## config.mk

```make
export PLATFORM = sky130hd
export DESIGN_NAME = ps_dyn_slicer
export DESIGN_NICKNAME = d
export VERILOG_FILES = /design/src/rtl/ps_slicer_pkg.sv /design/src/rtl/ps_skid_buf.sv /design/src/rtl/ps_dyn_slicer.sv
export SDC_FILE = /design/constraint.sdc
export NUM_CORES = 1
export LEC_CHECK = 0
export ABC_CLOCK_PERIOD_IN_PS = 3400
export BUFFER_PORTS_ARGS = -buffer_cell sky130_fd_sc_hd__buf_2
export CAP_MARGIN = 15
export CELL_PAD_IN_SITES_DETAIL_PLACEMENT = 1
export CELL_PAD_IN_SITES_GLOBAL_PLACEMENT = 1
export CORE_MARGIN = 2
export CORE_UTILIZATION = 45
export DETAILED_ROUTE_END_ITERATION = 8
export PLACE_DENSITY_LB_ADDON = 0.2
export SYNTH_ARGS = -nofsm -noshare
export SYNTH_HDL_FRONTEND = slang
export SYNTH_SLANG_ARGS = --single-unit
export TNS_END_PERCENT = 10
```

## constraint.sdc

```tcl
create_clock -name clk -period 3.4 [get_ports clk]
set_input_delay 0.17 -clock clk [delete_from_list [all_inputs] [get_ports clk]]
set_output_delay 0.17 -clock clk [all_outputs]
set_load 0.005 [all_outputs]
```

## src/rtl/ps_slicer_pkg.sv

```systemverilog
// Shared definitions for the PacketStream slicer family: the slice-boundary
// rule, reused wherever a stream is cut into runtime-length slices.
package ps_slicer_pkg;

  // Operands arrive zero-extended to 32 bits so any counter width up to 32
  // can share this rule. The cur_len != 0 guard keeps cur_len - 1 from
  // wrapping when slicing is disabled.
  function automatic logic slice_brk(input logic [31:0] cnt,
                                     input logic [31:0] cur_len,
                                     input logic        eop);
    return eop | ((cur_len != 32'd0) && (cnt == cur_len - 32'd1));
  endfunction

endpackage

```

## src/rtl/ps_skid_buf.sv

```systemverilog
// Generic 2-entry ready/valid register slice. The output and i_rdy both come
// straight from flops, so neither depends combinationally on o_rdy.
module ps_skid_buf #(
  parameter int WIDTH = 8
) (
  input  logic             rst,
  input  logic             clk,
  input  logic [WIDTH-1:0] i_dat,
  input  logic             i_val,
  output logic             i_rdy,
  output logic [WIDTH-1:0] o_dat,
  output logic             o_val,
  input  logic             o_rdy
);

  logic [WIDTH-1:0] skid_dat;
  logic             skid_val;

  // The skid entry is the only overflow space, so the input is ready exactly
  // when that entry is empty.
  assign i_rdy = ~skid_val;

  always_ff @(posedge clk or posedge rst) begin
    if (rst) begin
      // NOTE: the data registers are reset as well as the valids so that
      // o_dat reads zero out of reset instead of an undefined value.
      o_val    <= 1'b0;
      o_dat    <= '0;
      skid_val <= 1'b0;
      skid_dat <= '0;
    end else if (!o_val || o_rdy) begin
      if (skid_val) begin
        o_dat    <= skid_dat;
        o_val    <= 1'b1;
        skid_val <= 1'b0;
      end else begin
        o_val <= i_val;
        if (i_val) o_dat <= i_dat;
      end
    end else if (i_val && !skid_val) begin
      // The output is stalled, so the accepted beat parks in the skid entry.
      skid_dat <= i_dat;
      skid_val <= 1'b1;
    end
  end

endmodule

```

## src/rtl/ps_dyn_slicer.sv

```systemverilog
// PacketStream slicer with a per-packet runtime slice length. It inserts EOPs
// every len words and tags each word with start-of-slice and a slice index.
module ps_dyn_slicer
  import ps_slicer_pkg::*;
#(
  parameter int WIDTH  = 8,
  parameter int LWIDTH = 8,
  parameter int IWIDTH = 4,
  parameter bit REGOUT = 1
) (
  input  logic              rst,
  input  logic              clk,
  input  logic [LWIDTH-1:0] len,
  input  logic [WIDTH-1:0]  i_dat,
  input  logic              i_val,
  input  logic              i_eop,
  output logic              i_rdy,
  output logic [WIDTH-1:0]  o_dat,
  output logic              o_val,
  output logic              o_sop,
  output logic              o_eop,
  output logic [IWIDTH-1:0] o_idx,
  input  logic              o_rdy
);

  typedef struct packed {
    logic [WIDTH-1:0]  dat;
    logic              sop;
    logic              eop;
    logic [IWIDTH-1:0] idx;
  } beat_t;

  logic              pkt_first;
  logic [LWIDTH-1:0] cnt;
  logic [LWIDTH-1:0] len_q;
  logic [LWIDTH-1:0] cur_len;
  logic [IWIDTH-1:0] idx;
  logic              acc;
  logic              brk;
  beat_t             beat;
  beat_t             out_beat;

  // len is only honoured on the first word; the rest of the packet uses the
  // value latched then.
  assign cur_len = pkt_first ? len : len_q;
  assign brk     = slice_brk(32'(cnt), 32'(cur_len), i_eop);
  assign acc     = i_val & i_rdy;
  assign beat    = '{dat: i_dat, sop: (cnt == '0), eop: brk, idx: idx};

  always_ff @(posedge clk or posedge rst) begin
    if (rst) begin
      pkt_first <= 1'b1;
      cnt       <= '0;
      idx       <= '0;
      len_q     <= '0;
    end else if (acc) begin
      if (pkt_first) len_q <= len;
      pkt_first <= i_eop;
      // With slicing disabled the counter saturates so it never wraps to 0
      // and fakes a start-of-slice.
      if (brk)              cnt <= '0;
      else if (cnt != '1)   cnt <= cnt + LWIDTH'(1);
      if (i_eop)            idx <= '0;
      else if (brk)         idx <= idx + IWIDTH'(1);
    end
  end

  generate
    if (REGOUT) begin : g_reg
      ps_skid_buf #(.WIDTH($bits(beat_t))) u_skid (
        .rst   (rst),
        .clk   (clk),
        .i_dat (beat),
        .i_val (i_val),
        .i_rdy (i_rdy),
        .o_dat (out_beat),
        .o_val (o_val),
        .o_rdy (o_rdy)
      );
    end else begin : g_comb
      assign out_beat = beat;
      assign o_val    = i_val;
      assign i_rdy    = o_rdy;
    end
  endgenerate

  assign o_dat = out_beat.dat;
  assign o_sop = out_beat.sop;
  assign o_eop = out_beat.eop;
  assign o_idx = out_beat.idx;

endmodule

```

==> flow_summary.json, run 1 <==
{
  "max-slew-margin-rel_pct": 42.5,
  "synth-seq-area-share_pct": 47.6,
  "number_of_antenna_violations_at_the_first_check_in_global_routing": 0,
  "cp.required_ns": 3.59,
  "fin_skew_ns": 0.00820,
  "io_buffer_count": 36,
  "synth_enable_flop_cells": 0,
  "hold_viol_final": 0,
  "layout_worst_path_cycle_share_pct": 87.0,
  "p_leak_nw": 1.29,
  "ys_dominant_reg_cell": "sky130_fd_sc_hd__dfrtp_1",
  "p_switching_mw": 0.612,
  "critPathCaptureType": "flip-flop",
  "initial_util_pct": 45.9,
  "clock_tree.htree_level_count": 2,
  "unrepaired_setup_endpoints_after_global_routing": "false",
  "routed_via_density": 5.54,
  "final_antenna_diode_count": 0,
  "cap_violations": 0,
  "fin_crit_ns": 2.96,
  "finish.net_count": 317,
  "grt_pass1_vias": 2109,
  "drt_wl_total_um": 5950,
  "synth_warnings": 0,
  "global_route.overflow_total": 0,
  "synth_cell_type_count": 45,
  "critical-path-slowest-cell": "sky130_fd_sc_hd__dfstp_2",
  "fp.dieArea_mm2": 0.00660,
  "synth_seq_cells": 51,
  "drt.antenna.violating_nets": 0,
  "cts_tree": "done",
  "p_per_area_mw_per_mm2": 578,
  "critPathMostFrequentCell": "sky130_fd_sc_hd__xnor2_1",
  "drt-pass1-iter-count": 4,
  "syn_area_mm2": 0.00269,
  "crit_path_start_kind": "flip-flop",
  "comb_power_share_pct": 30.6,
  "most_frequent_standard_cell_in_the_layout_excluding_fill_and_tap_cells": "sky130_fd_sc_hd__dfrtp_1",
  "insertion_delay_ns": 0.31,
  "cts.path.max_buffers": 2,
  "placementRows": 28,
  "die_h_um": 81.3,
  "chipWidth_um": 81.3,
  "worst_hold_path_type": "input port to flip-flop",
  "wl_per_cell_um": 16.2,
  "worst_path_largest_cell_delay_ns": 0.57,
  "count_of_clock_tree_sinks": 51,
  "flow.area_growth_from_synthesis_pct": 13.8,
  "cts_repair_resize_count": 0,
  "drive_gt1_share_pct": 26.0,
  "tightestPinTransition_ns": 0.863,
  "power_switching_share_pct": 34.7,
  "gr-usage-all-layers_pct": 19.4,
  "io_pins": 37,
  "most-common-layout-cells": "sky130_fd_sc_hd__dfrtp_1, sky130_fd_sc_hd__buf_2, sky130_fd_sc_hd__nor2_1",
  "outcome": "finished clean",
  "drt-initial-drc-count": 50,
  "core_area_mm2": 0.00585,
  "cts_hold_repair.buffers": 0,
  "pwr-share-seq_pct": 49.0,
  "crit_type": "flip-flop to flip-flop",
  "timing_max_transition_violations_final": 0,
  "timing.final.ws_setup_ns": 0.442,
  "ffs_w_async_s_r_synth_pct": 100,
  "totalNegativeSetupSlack_ns": 0,
  "setup_viol_count_final": 0,
  "pin_count_of_the_biggest_net_entering_global_routing": 52,
  "place.detailed.hpwl_um": 4220,
  "power.share.clock_pct": 20.5,
  "sum_of_buffers_and_inverters_on_the_critical_path": 0,
  "worst-endpoint-arrival_ns": 3.15,
  "synth_area_per_cell_um2": 10.6,
  "clk_pin_slew_ns": 0.10,
  "post_synth_inst_count": 253,
  "clock_tree.root_cell": "sky130_fd_sc_hd__clkbuf_8",
  "detail_route.drc_violations": 0,
  "power.internal_mw": 1.15,
  "syn_nets": 279,
  "grt_pass1_wl_um": 10000,
  "place_ws_ns": 0.464,
  "max_freq_ghz": 0.338,
  "cts-buffers-inserted": 5,
  "post-cts-setup-buffer-count": 0,
  "place_congestion": 0.806,
  "worst_path_dominant_cell_family": "simple AND/OR/NAND/NOR gates",
  "largest_driver_fanout_on_the_critical_path": 8,
  "power_mw": 1.77,
  "detailroute.via_count": 2034,
  "ir_drop_worst_vdd_v": 0.000253,
  "timing.critical_path.cells": "mux2i_1 -> ha_1 -> xnor2_1 -> xnor2_1 -> nand3_1 -> or3_1 -> or3_4 -> a311o_1"
}
## registers in the layout, summed over array words and instances (netlist names)
signal                 count
len_q                      8
g_reg.u_skid.o_dat        14
g_reg.u_skid.o_val         1
cnt                        8
idx                        4
pkt_first                  1
g_reg.u_skid.skid_val      1
g_reg.u_skid.skid_dat     14
## through the flow
| stage | hold WS, ns | utilization, % | cells | instance area (um2) |
|---|---|---|---|---|
| 2_1_floorplan | 0.302 | - | 253 | 2690 |
| 3_3_place_gp | 0.420 | 50.2 | 357 | 2940 |
| 3_5_place_dp | 0.422 | 50.2 | 357 | 2940 |
| 4_1_cts | 0.0914 | 51.7 | 365 | 3030 |
| 5_1_grt | 0.0957 | 52.2 | 367 | 3060 |
| 6_report | 0.0998 | 52.2 | 367 | 3060 |
## path summary, 6_finish.rpt
path	slack, ns	start	cells past startpoint	endpoint
max	0.44	pkt_first	8	idx[0]
min	0.1	i_dat[6]	2	g_reg.u_skid.skid_dat[12]
max reg2reg	0.44	pkt_first	8	idx[0]
min reg2reg	0.52	g_reg.u_skid.skid_dat[11]	1	g_reg.u_skid.skid_dat[11]
max in group asynchronous	2.41	rst	4	g_reg.u_skid.skid_dat[0]
min in group asynchronous	0.45	rst	3	g_reg.u_skid.o_val
## power groups by stage
stage,Sequential [mW],Combinational [mW],Clock (mW)
after floorplan,0.832,0.416,0
after global placement,0.869,0.520,0
after detailed placement,0.876,0.538,0
after CTS,0.865,0.543,0.374
after global routing,0.886,0.609,0.395
final,0.865,0.540,0.361
## layout make-up
cell class                      instances  area, um2
Multi-Input combinational cell        185       1330
Inverter                                5       18.8
Timing Repair Buffer                   43        248
Fill cell                             670       2790
Tap cell                               75       93.8
Clock buffer                            5       68.8
Sequential cell                        51       1280
Clock inverter                          3       22.5
## metal layers
layer / global-route usage (%) / up-vias / part of all wire, %
met5: 0 / - / 0
met4: 5.42 / 0 / 1.1
met3: 3.56 / 7 / 2.6
met2: 30.8 / 29 / 47
met1: 27.0 / 1014 / 49
li1: - / 984 / -
## synth_stat cells, types with 3 or more instances
cell type | number | area share, %
sky130_fd_sc_hd__o22ai_1 | 3 | 0.70
sky130_fd_sc_hd__xor2_1 | 6 | 2.0
sky130_fd_sc_hd__clkbuf_1 | 7 | 0.98
sky130_fd_sc_hd__dfrtp_1 | 50 | 47
sky130_fd_sc_hd__nor2_1 | 27 | 3.8
sky130_fd_sc_hd__o21ai_0 | 4 | 0.75
sky130_fd_sc_hd__ha_1 | 5 | 2.3
sky130_fd_sc_hd__nand3_1 | 8 | 1.5
sky130_fd_sc_hd__nand4_1 | 4 | 0.93
sky130_fd_sc_hd__or4_1 | 3 | 0.84
sky130_fd_sc_hd__mux2_2 | 18 | 7.5
sky130_fd_sc_hd__nand2_1 | 10 | 1.4
sky130_fd_sc_hd__xnor2_1 | 10 | 3.3
sky130_fd_sc_hd__inv_1 | 5 | 0.70
sky130_fd_sc_hd__nor2b_1 | 6 | 1.4
sky130_fd_sc_hd__mux2i_1 | 20 | 7.5
sky130_fd_sc_hd__nor3_1 | 6 | 1.1
sky130_fd_sc_hd__a21oi_1 | 24 | 4.5
## cell families (layout without fill, tap and decap cells)
kind of cell	Yosys count	count (layout)	synth area share, %
AO/OA/AOI/OAI	47	47	11.2
buffers and inverters	17	56	3.03
XOR/XNOR	18	18	6.43
multiplexers	38	38	15.0
AND/OR/NAND/NOR	77	77	14.5
flip-flops	51	51	47.6
adder cells (fa/ha/maj)	5	5	2.33
Note: power is estimated with default switching activity, not from simulation.
==> inputs of run 2 (changes only) <==
Settings changed: ABC_CLOCK_PERIOD_IN_PS 3400 to 3200.
Clock period 3.4 ns to 3.2 ns, I/O delays scaled along.
==> run 2 against run 1 <==
  * Die area stayed put
  * Critical path depth stayed put
  * First-iteration DRC count is 92% higher
  * Largest cell class unchanged
==> flow_summary.json, run 2 (synthesis results as in run 1) <==
{
  "fp.dieArea_mm2": 0.00660,
  "timing.final.ws_setup_ns": 0.235,
  "fin_skew_ns": 0.00819,
  "worst_path_dominant_cell_family": "simple AND/OR/NAND/NOR gates",
  "grt_pass1_wl_um": 9520,
  "tightestPinTransition_ns": 0.869,
  "initial_util_pct": 45.9,
  "number_of_antenna_violations_at_the_first_check_in_global_routing": 0,
  "final.fill_count": 663,
  "hold_viol_final": 0,
  "drive_gt1_share_pct": 26.0,
  "clock_tree.root_cell": "sky130_fd_sc_hd__clkbuf_8",
  "critPathMostFrequentCell": "sky130_fd_sc_hd__xnor2_1",
  "setup_viol_count_final": 0,
  "reg.largest.list": "g_reg.u_skid.o_dat x14, g_reg.u_skid.skid_dat x14",
  "worst_path_largest_cell_delay_ns": 0.57,
  "flow.area_growth_from_synthesis_pct": 14.1,
  "critical-path-slowest-cell": "sky130_fd_sc_hd__dfstp_2",
  "core_area_mm2": 0.00585,
  "cap_violations": 0,
  "ir_drop_worst_vdd_v": 0.000242,
  "worst_hold_path_type": "input port to flip-flop",
  "place.detailed.hpwl_um": 4330,
  "power_mw": 1.89,
  "place_ws_ns": 0.245,
  "outcome": "finished clean",
  "drt.antenna.violating_nets": 0,
  "routed_via_density": 5.48,
  "sum_of_buffers_and_inverters_on_the_critical_path": 0,
  "largest_driver_fanout_on_the_critical_path": 8,
  "cp.required_ns": 3.39,
  "postLayoutCoreUtil_pct": 52.4,
  "clk_pin_slew_ns": 0.10,
  "wl_per_cell_um": 16.2,
  "timing.critical_path.cells": "mux2i_1 -> ha_1 -> xnor2_1 -> xnor2_1 -> nand3_1 -> or3_1 -> or3_4 -> a311o_1",
  "crit_type": "flip-flop to flip-flop",
  "drt-initial-drc-count": 96,
  "clock_tree.htree_level_count": 2,
  "finish.net_count": 317,
  "placementRows": 28,
  "count_of_clock_tree_sinks": 51,
  "max_freq_ghz": 0.337,
  "worst-endpoint-arrival_ns": 3.16,
  "cts-buffers-inserted": 5,
  "most_frequent_standard_cell_in_the_layout_excluding_fill_and_tap_cells": "sky130_fd_sc_hd__dfrtp_1",
  "pin_count_of_the_biggest_net_entering_global_routing": 52,
  "fin_crit_ns": 2.97,
  "final_antenna_diode_count": 0,
  "die_h_um": 81.3,
  "post-cts-setup-buffer-count": 0,
  "detail_route.drc_violations": 0,
  "insertion_delay_ns": 0.31,
  "unrepaired_setup_endpoints_after_global_routing": "false",
  "io_pins": 37,
  "drt-pass1-iter-count": 4,
  "cts_tree": "done",
  "place_congestion": 0.809,
  "max-slew-margin-rel_pct": 42.1,
  "critPathCaptureType": "flip-flop",
  "post-place-cells": 357,
  "layout_worst_path_cycle_share_pct": 92.7,
  "non_filler_instance_count_after_layout": 367,
  "most-common-layout-cells": "sky130_fd_sc_hd__dfrtp_1, sky130_fd_sc_hd__buf_2, sky130_fd_sc_hd__nor2_1",
  "global_route.overflow_total": 0,
  "totalNegativeSetupSlack_ns": 0,
  "io_buffer_count": 36,
  "grt_pass1_vias": 1966,
  "crit_path_start_kind": "flip-flop",
  "chipWidth_um": 81.3,
  "drt_wl_total_um": 5950,
  "timing_max_transition_violations_final": 0,
  "detailroute.via_count": 2012,
  "cts.path.max_buffers": 2,
  "p_leak_nw": 1.29,
  "gr-usage-all-layers_pct": 19.0,
  "p_per_area_mw_per_mm2": 618
}
run 2: changes by cell type in the layout (fill, tap and decap cells not counted), sizes merged:
cell      previous run  this run
clkbuf               5         6
clkinv               2         1
clkinvlp             0         1
inv                  6         5
run 2: layout make-up:
cell class                      instances  area [um2]  share of cell area, %
Timing Repair Buffer                   43         248                   8.08
Tap cell                               75        93.8                   3.06
Inverter                                5        18.8                  0.612
Sequential cell                        51        1280                   41.7
Multi-Input combinational cell        185        1330                   43.3
Clock inverter                          2        16.3                  0.531
Clock buffer                            6        82.6                   2.69
run 2: report_power, final:
group / leakage [nW] / internal [mW] / switching (mW) / total, mW
logic: 0.634 / 0.280 / 0.291 / 0.571
registers: 0.609 / 0.790 / 0.132 / 0.922
clock network: 0.0474 / 0.177 / 0.223 / 0.400
total: 1.29 / 1.25 / 0.646 / 1.89
run 2: worst paths after layout:
kind,start,endpoint,slack [ns],cells past startpoint
max,pkt_first,idx[0],0.23,8
min,i_dat[6],g_reg.u_skid.skid_dat[12],0.1,2
max reg2reg,pkt_first,idx[0],0.23,8
min reg2reg,g_reg.u_skid.skid_dat[2],g_reg.u_skid.skid_dat[2],0.51,1
max in group asynchronous,rst,g_reg.u_skid.skid_val,2.40,4
min in group asynchronous,rst,g_reg.u_skid.o_val,0.30,3
run 2: routing by layer:
layer,vias to the layer above,GRT usage (%),wire length (um)
met1,1002,26.2,2900
met4,0,4.75,63
met5,-,0,0
met3,5,3.78,130
li1,982,-,-
met2,23,30.5,2860
run 2: repair_timing:
action	in CTS	in global routing
hold buffers	0	1
resized for setup	0	0
endpoints found under the hold margin	0	7
run 2: stage by stage:
| stage | hold slack [ns] | instance area [um2] |
|---|---|---|
| floorplan | 0.292 | 2690 |
| global placement | 0.410 | 2940 |
| detailed placement | 0.417 | 2940 |
| CTS | 0.0881 | 3030 |
| global route | 0.0900 | 3060 |
| finish | 0.0950 | 3060 |
==> inputs of run 3 (changes only) <==
Settings changed: CORE_MARGIN 2 to not set, RECOVER_POWER set to 50.
==> run 3 against run 2 <==
  * Sequential share of layout area is 0.29 points higher
  * Combinational power shrank 0.7%
  * Design area shrank 0.69%
  * The run now ends with capacitance limit, slew limit left
  * Critical path type unchanged
  * Largest cell class unchanged
==> flow_summary.json, run 3 (synthesis results as in run 1) <==
{
  "most-common-layout-cells": "sky130_fd_sc_hd__dfrtp_1, sky130_fd_sc_hd__buf_2, sky130_fd_sc_hd__nor2_1",
  "place_ws_ns": 0.401,
  "power_mw": 1.85,
  "crit_type": "flip-flop to flip-flop",
  "critPathMostFrequentCell": "sky130_fd_sc_hd__xnor2_1",
  "most_frequent_standard_cell_in_the_layout_excluding_fill_and_tap_cells": "sky130_fd_sc_hd__dfrtp_1",
  "final_antenna_diode_count": 0,
  "gr-usage-all-layers_pct": 20.2,
  "chipWidth_um": 79.3,
  "cts.path.max_buffers": 2,
  "worst_hold_slack_ns": 0.0956,
  "clock_tree.root_cell": "sky130_fd_sc_hd__clkbuf_8",
  "holdPathEnd": "g_reg.u_skid.skid_dat[6]",
  "fin_skew_ns": 0.00185,
  "min-delay-start": "i_dat[0]",
  "finish.net_count": 318,
  "grt_pass1_wl_um": 9730,
  "critical-path-slowest-cell": "sky130_fd_sc_hd__dfstp_2",
  "pin_count_of_the_biggest_net_entering_global_routing": 52,
  "core_area_mm2": 0.00564,
  "p_per_area_mw_per_mm2": 607,
  "timing_max_transition_violations_final": 45,
  "totalNegativeSetupSlack_ns": 0,
  "hold_viol_final": 0,
  "final_standard_cell_area_without_fillers_mm2": 0.00304,
  "timing.reg2reg.setup_slack_ns": 0.40,
  "io_pins": 37,
  "setup_viol_count_final": 0,
  "fin_crit_ns": 2.80,
  "number_of_antenna_violations_at_the_first_check_in_global_routing": 0,
  "drt-pass1-iter-count": 4,
  "drt.antenna.violating_nets": 0,
  "cts_tree": "done",
  "place_congestion": 0.807,
  "placedInstanceArea_mm2": 0.00294,
  "detail_route.drc_violations": 0,
  "timing.critical_path.cells": "mux2i_1 -> ha_1 -> xnor2_1 -> xnor2_1 -> nand3_1 -> or3_1 -> or3_4 -> a311o_1",
  "count_of_clock_tree_sinks": 51,
  "layout_worst_path_cycle_share_pct": 87.6,
  "max-slew-margin-rel_pct": -31.4,
  "clk_pin_slew_ns": 0.09,
  "non_filler_instance_count_after_layout": 365,
  "global_route.overflow_total": 0,
  "worst_hold_path_type": "input port to flip-flop",
  "io_buffer_count": 36,
  "post-cts-setup-buffer-count": 0,
  "min_delay_path_depth": 2,
  "clock_tree.htree_level_count": 2,
  "postLayoutCoreUtil_pct": 53.9,
  "cts-buffers-inserted": 5,
  "ir_drop_worst_vdd_v": 0.000217,
  "m1WireLength_um": 2840,
  "sequential_cell_area_mm2": 0.00128,
  "detailroute.via_count": 2010,
  "worst_path_largest_cell_delay_ns": 0.57,
  "flow.area_growth_from_synthesis_pct": 13.3,
  "insertion_delay_ns": 0.30,
  "met3WireLength_um": 188,
  "routed_via_density": 5.51,
  "drt_wl_total_um": 5700,
  "cts_repair_resize_count": 0,
  "outcome": "finished, violations left",
  "multiInputGateArea_mm2": 0.00133,
  "failed_checks": "capacitance limit, slew limit",
  "worst_r2r_startpoint": "pkt_first",
  "place.detailed.hpwl_um": 4080,
  "cp.required_ns": 3.39,
  "timing.final.ws_setup_ns": 0.398,
  "largest_driver_fanout_on_the_critical_path": 8,
  "initial_util_pct": 47.6,
  "p_leak_nw": 1.29,
  "cts_hold_repair.buffers": 0,
  "worst-endpoint-arrival_ns": 2.99,
  "fp.dieArea_mm2": 0.00628,
  "grt_pass1_vias": 2011,
  "highest_routed_metal_layer": "met4",
  "placementRows": 27,
  "drt-initial-drc-count": 95,
  "final.fill_count": 639,
  "cap_violations": 1,
  "unrepaired_setup_endpoints_after_global_routing": "false",
  "critPathCaptureType": "flip-flop",
  "length_of_routed_met2_wiring_um": 2620,
  "worst_r2r_endpoint": "idx[0]",
  "reg.largest.list": "g_reg.u_skid.o_dat x14, g_reg.u_skid.skid_dat x14",
  "max_freq_ghz": 0.357,
  "wl_per_cell_um": 15.6,
  "drive_gt1_share_pct": 24.2,
  "post-place-cells": 355,
  "tightestPinTransition_ns": 1.97,
  "crit_path_start_kind": "flip-flop",
  "rr_worst_depth": 8,
  "die_h_um": 79.3
}
==> run 3: critical path, delay by kind of cell, from the launching register on <==
| family | cells | cell delay (ns) |
|---|---|---|
| xor gates and xnor gates | 2 | 0.30 |
| and+or+nand+nor | 3 | 0.90 |
| AOI/OAI and AO/OA | 1 | 0.36 |
| muxes | 1 | 0.29 |
| adders and majority gates | 1 | 0.27 |
| DFF | 1 | 0.57 |
==> run 3: how the worst max path moves through the flow <==
stage / slack, ns / endpoint / startpoint
after global routing: 0.17 / cnt[2] / rst
after global placement: 0.49 / idx[0] / pkt_first
after floorplan: 0.36 / idx[0] / pkt_first
after CTS: 0.38 / idx[0] / pkt_first
final: 0.40 / idx[0] / pkt_first
after detailed placement: 0.40 / idx[0] / pkt_first
==> run 3: layout make-up <==
| class | instances | area share, % |
|---|---|---|
| Tap cell | 72 | 2.96 |
| Clock buffer | 6 | 2.38 |
| Timing Repair Buffer | 44 | 8.02 |
| Clock inverter | 2 | 0.411 |
| Multi-Input combinational cell | 185 | 43.6 |
| Inverter | 5 | 0.617 |
| Sequential cell | 51 | 42.0 |
==> run 3: per-layer routing <==
metal | GRT usage [%] | up-vias
li1 | - | 982
met2 | 31.1 | 28
met4 | 6.00 | 0
met1 | 28.1 | 995
met3 | 4.71 | 5
met5 | 0 | -
==> run 3: report_power, final <==
group | switching (mW) | internal (mW) | leakage [nW] | total, mW
sequential | 0.126 | 0.790 | 0.609 | 0.916
combinational | 0.287 | 0.280 | 0.637 | 0.567
clock | 0.212 | 0.153 | 0.0412 | 0.365
total | 0.626 | 1.22 | 1.29 | 1.85
